==> config.mk <==
export PLATFORM = sky130hd
export DESIGN_NAME = radio_enable_seq
export DESIGN_NICKNAME = d
export VERILOG_FILES = /design/src/rtl/radio_seq_pkg.sv /design/src/rtl/radio_enable_ch.sv /design/src/rtl/radio_enable_seq.sv
export SDC_FILE = /design/constraint.sdc
export NUM_CORES = 1
export LEC_CHECK = 0
export ABC_AREA = 1
export BUFFER_PORTS_ARGS = -buffer_cell sky130_fd_sc_hd__buf_2
export CAP_MARGIN = 20
export CORE_MARGIN = 1
export CORE_UTILIZATION = 60
export CTS_BUF_LIST = sky130_fd_sc_hd__clkbuf_2 sky130_fd_sc_hd__clkbuf_4 sky130_fd_sc_hd__clkbuf_8
export DETAILED_ROUTE_END_ITERATION = 10
export PLACE_DENSITY = 0.9
export SYNTH_ARGS = -nofsm -noshare
export SYNTH_HDL_FRONTEND = slang
export SYNTH_SLANG_ARGS = --single-unit
==> constraint.sdc <==
create_clock -name ck -period 2.1 [get_ports ck]
set_input_delay 0.21 -clock ck [delete_from_list [all_inputs] [get_ports ck]]
set_output_delay 0.21 -clock ck [all_outputs]
set_load 0.01 [all_outputs]
==> src/rtl/radio_seq_pkg.sv <==
// Shared state encoding and counter sizing for the radio enable sequencer.
package radio_seq_pkg;

  typedef enum logic [1:0] {
    RSEQ_OFF,
    RSEQ_WARMUP,
    RSEQ_ON,
    RSEQ_COOLDOWN
  } rseq_state_t;

  // Wide enough to hold the larger of the two phase lengths.
  function automatic int cnt_width(input int warm, input int cool);
    int m;
    m = (warm > cool) ? warm : cool;
    return (m < 1) ? 1 : $clog2(m + 1);
  endfunction

endpackage

==> src/rtl/radio_enable_ch.sv <==
// One radio channel: request synchroniser plus the OFF/WARMUP/ON/COOLDOWN
// sequencer with its phase counter. Outputs the raw registered state.
module radio_enable_ch
  import radio_seq_pkg::*;
#(
  parameter int SYNC_STAGES  = 2,
  parameter int WARMUP_CYC   = 4,
  parameter int COOLDOWN_CYC = 3
) (
  input  logic        ck,
  input  logic        arst_n,
  input  logic        isolate_i,
  input  logic        req_async_i,
  output rseq_state_t state_o
);

  localparam int CNT_W = cnt_width(WARMUP_CYC, COOLDOWN_CYC);
  localparam logic [CNT_W-1:0] WARM_LOAD = CNT_W'(WARMUP_CYC - 1);
  localparam logic [CNT_W-1:0] COOL_LOAD = CNT_W'(COOLDOWN_CYC - 1);

  logic [SYNC_STAGES-1:0] sync_q, sync_d;
  logic                   req_s;
  rseq_state_t            state_q, state_d;
  logic [CNT_W-1:0]       cnt_q, cnt_d;

  assign sync_d = {sync_q[SYNC_STAGES-2:0], req_async_i};
  assign req_s  = sync_q[SYNC_STAGES-1];

  always_ff @(posedge ck or negedge arst_n) begin
    if (!arst_n) begin
      sync_q  <= '0;
      state_q <= RSEQ_OFF;
      cnt_q   <= '0;
    end else begin
      sync_q  <= sync_d;
      state_q <= state_d;
      cnt_q   <= cnt_d;
    end
  end

  // Isolation overrides everything; a request fall in WARMUP beats cnt==0.
  always_comb begin
    state_d = state_q;
    cnt_d   = cnt_q;
    if (isolate_i) begin
      state_d = RSEQ_OFF;
      cnt_d   = '0;
    end else begin
      unique case (state_q)
        RSEQ_OFF: begin
          if (req_s) begin
            state_d = RSEQ_WARMUP;
            cnt_d   = WARM_LOAD;
          end
        end
        RSEQ_WARMUP: begin
          if (!req_s) begin
            state_d = RSEQ_COOLDOWN;
            cnt_d   = COOL_LOAD;
          end else if (cnt_q == '0) begin
            state_d = RSEQ_ON;
          end else begin
            cnt_d = cnt_q - CNT_W'(1);
          end
        end
        RSEQ_ON: begin
          if (!req_s) begin
            state_d = RSEQ_COOLDOWN;
            cnt_d   = COOL_LOAD;
          end
        end
        RSEQ_COOLDOWN: begin
          if (cnt_q == '0) begin
            state_d = RSEQ_OFF;
          end else begin
            cnt_d = cnt_q - CNT_W'(1);
          end
        end
        default: begin
          state_d = RSEQ_OFF;
          cnt_d   = '0;
        end
      endcase
    end
  end

  assign state_o = state_q;

endmodule

==> src/rtl/radio_enable_seq.sv <==
// Multi-channel radio enable sequencer: independent channels with a shared
// combinational isolation clamp on every output.
module radio_enable_seq
  import radio_seq_pkg::*;
#(
  parameter int N_CH         = 4,
  parameter int SYNC_STAGES  = 2,
  parameter int WARMUP_CYC   = 4,
  parameter int COOLDOWN_CYC = 3
) (
  input  logic            ck,
  input  logic            arst_n,
  input  logic            isolate_i,
  input  logic [N_CH-1:0] req_async_i,
  output logic [N_CH-1:0] pa_en_o,
  output logic [N_CH-1:0] radio_en_o,
  output logic [N_CH-1:0] busy_o
);

  rseq_state_t ch_state [N_CH];

  for (genvar g = 0; g < N_CH; g++) begin : g_ch
    radio_enable_ch #(
      .SYNC_STAGES (SYNC_STAGES),
      .WARMUP_CYC  (WARMUP_CYC),
      .COOLDOWN_CYC(COOLDOWN_CYC)
    ) u_ch (
      .ck         (ck),
      .arst_n     (arst_n),
      .isolate_i  (isolate_i),
      .req_async_i(req_async_i[g]),
      .state_o    (ch_state[g])
    );

    // Clamp acts in the same cycle isolate rises, ahead of the state reset.
    assign pa_en_o[g]    = (ch_state[g] != RSEQ_OFF) & ~isolate_i;
    assign radio_en_o[g] = (ch_state[g] == RSEQ_ON) & ~isolate_i;
    assign busy_o[g]     = ((ch_state[g] == RSEQ_WARMUP) |
                            (ch_state[g] == RSEQ_COOLDOWN)) & ~isolate_i;
  end

endmodule

==> metrics.yaml <==
synth_area_um2: 2127
syn_inst: 302
ff2ff_setup_slack_ns: 0.65
grt_remaining_overflow: 0
ys_seq_area_frac: 0.3294
vias: 1862
grt_setup_unrepaired: "no"
path_class: "register to output port"
worst-path-max-fanout: 5
die_w_um: 61.54
hold_viol: 0
setup_viol: 0
remaining_drc_errors: 0
ioPinCount: 19
path_cells: "inv_1 -> ha_1 -> nor2_1 -> nor2_1 -> buf_2"
ant_nets: 0
yosysWarnings: 0
final_common_cell: "nand2_1"
setup_tns_ns: 0
grt_max_degree: 29
worstHoldStart: "isolate_i"
cap_viol_max_count: 0
crit_path_end_kind: "output port"
coreArea_um2: 3363
slew_headroom: 0.5847
hp-class: "primary input to register"
port_buffers: 18
power.leakage_nw: 1.373
synth_cell_type_count: 20
synth-seq-cells: 28
clock-sinks: 28
cp.arrival_ns: 1.50
required_ns: 1.89
cts_buffers: 3
cts_resized: 0
power.density_nw_per_um2: 1268
gp_congestion: 0.8936
totalWireLength_mm: 4.023
clk_latency_ns: 0.34
worstHoldPathCells: 4
crit_buf_inv: 2
syn-num-nets: 337
final_cell_mix: "104 x nand2_1, 48 x inv_1, 35 x nand3_1, 28 x ha_1, 28 x dfrtp_1"
cts_max_level: 1
cp_slowest_stage_delay_ns: 0.44
fin_skew_ns: 0.01142
outcome: "finished clean"
finalPower_w: 0.002988
worst_pin_slew_ns: 0.6229
cp_slowest_cell: "dfrtp_1"
std_cell_rows: 21
crit_top_cell: "nor2_1"
min_to: "g_ch[3].u_ch.cnt_q[0]"
worst_slack_ns: 0.3854
cts_root_buf: "clkbuf_4"
clock.fmax_ghz: 0.5832
clkTransAtPathRegs_ns: 0.16
dp_hpwl_mm: 2.969
r2r_cells: 7
layout-drive-gt1-share: 0.1162
cts_buffer_depth: 2
critical-path-top-delay-family: "flip-flops"
drtPass1Iterations: 5
syn2layout_area_growth_pct: 10.82
fin_nets: 363
start_util: 0.6324
period_share: 0.8165
fin_crit_ns: 1.715
avgSynthCellArea_um2: 7.043
place_ws_ns: 0.6774
antenna_found_initial: 0
antenna_cells: 0
grt_usage: 0.2422
r2r-start: "g_ch[0].u_ch.state_o[0]"
dieArea_um2: 3787
startpoint_type: "register"
grt_pass1_vias: 1678
die_y_um: 61.54
routed_via_density: 4.992
cts_tree: "yes"
drtIter0Drc: 103
routedWlPerCell_um: 10.79
drv_slew: 0
peakVddDrop_v: 0.0007680
grt_pass1_wl_mm: 6.748
reg2reg_to: "g_ch[0].u_ch.state_o[0]"
flip-flops by register name (all words and copies together), names as in the netlist:
register,count
g_ch.u_ch.sync_q,8
g_ch.u_ch.state_o,8
g_ch.u_ch.cnt_q,12
what timing repair did:
action	CTS	global route
hold buffers	5	0
endpoints found under the hold margin	32	0
buffers inserted	0	0
worst max-delay path by stage:
| stage | from | to | slack, ns | cells after the start |
|---|---|---|---|---|
| 2_1_floorplan | g_ch[3].u_ch.state_o[0] | g_ch[3].u_ch.state_o[0] | 0.81 | 7 |
| 3_3_place_gp | g_ch[3].u_ch.state_o[0] | g_ch[3].u_ch.state_o[1] | 0.70 | 7 |
| 3_5_place_dp | g_ch[3].u_ch.state_o[0] | g_ch[3].u_ch.state_o[0] | 0.68 | 7 |
| 4_1_cts | g_ch[3].u_ch.state_o[1] | busy_o[3] | 0.39 | 5 |
| 5_1_grt | g_ch[3].u_ch.state_o[1] | busy_o[3] | 0.19 | 5 |
| 6_report | g_ch[3].u_ch.state_o[1] | busy_o[3] | 0.39 | 5 |
power breakdown:
group	switching (W)	internal (W)	total, W
Combinational	0.00112	0.000668	0.00179
Clock	0.000163	0.000193	0.000356
Sequential	0.000146	0.000699	0.000846
Total	0.00143	0.00156	0.00299
synthesized netlist by cell type (all sizes together):
cell / number / area share
buf: 3 / 0.013
dfrtp: 28 / 0.33
o21ai: 4 / 0.0094
ha: 28 / 0.16
nand4: 1 / 0.0029
nand3: 39 / 0.10
inv: 52 / 0.092
or2: 1 / 0.0041
nor2: 25 / 0.045
a21oi: 13 / 0.041
nand2: 105 / 0.19
nand3b: 3 / 0.011
final cells by class:
type | instances | area (µm²)
repair buffers | 24 | 147.6
well taps | 46 | 57.56
clock buffers | 3 | 22.52
inverters | 52 | 195.2
clock inverters | 1 | 30.03
multi-input cells | 219 | 1204
flip-flops and latches | 28 | 700.7
fillers | 285 | 1006
logic make-up after synthesis:
kind of cell,count (synthesis),share of synthesized area
and+or+nand+nor,174,0.3506
DFF,28,0.3294
adders and majority gates,28,0.1647
AOI/OAI and AO/OA,17,0.05059
buffers and inverters,55,0.1047
worst min-delay path, stage by stage:
cell	delay [ns]
buf_2	0.25
a21oi_4	0.07
nand2_1	0.07
nand2_1	0.04
layer usage:
layer / vias to the layer above / track usage / share of wire
met4: 0 / 0.09841 / 0.014
met1: 838 / 0.3123 / 0.49
met3: 7 / 0.03151 / 0.031
met2: 41 / 0.4117 / 0.46
met5: - / 0 / 0
li1: 976 / - / -
per-stage QoR:
step | instance area (µm²) | instances | hold slack [ns] | utilization
6_report | 2357 | 373 | 0.3216 | 0.7009
5_1_grt | 2357 | 373 | 0.3474 | 0.7009
4_1_cts | 2357 | 373 | 0.3144 | 0.7009
3_5_place_dp | 2255 | 364 | 0.2613 | 0.6704
3_3_place_gp | 2255 | 364 | 0.2611 | 0.6704
2_1_floorplan | 2127 | 302 | -0.08559 | -
Power figures use the tool's default switching activity.
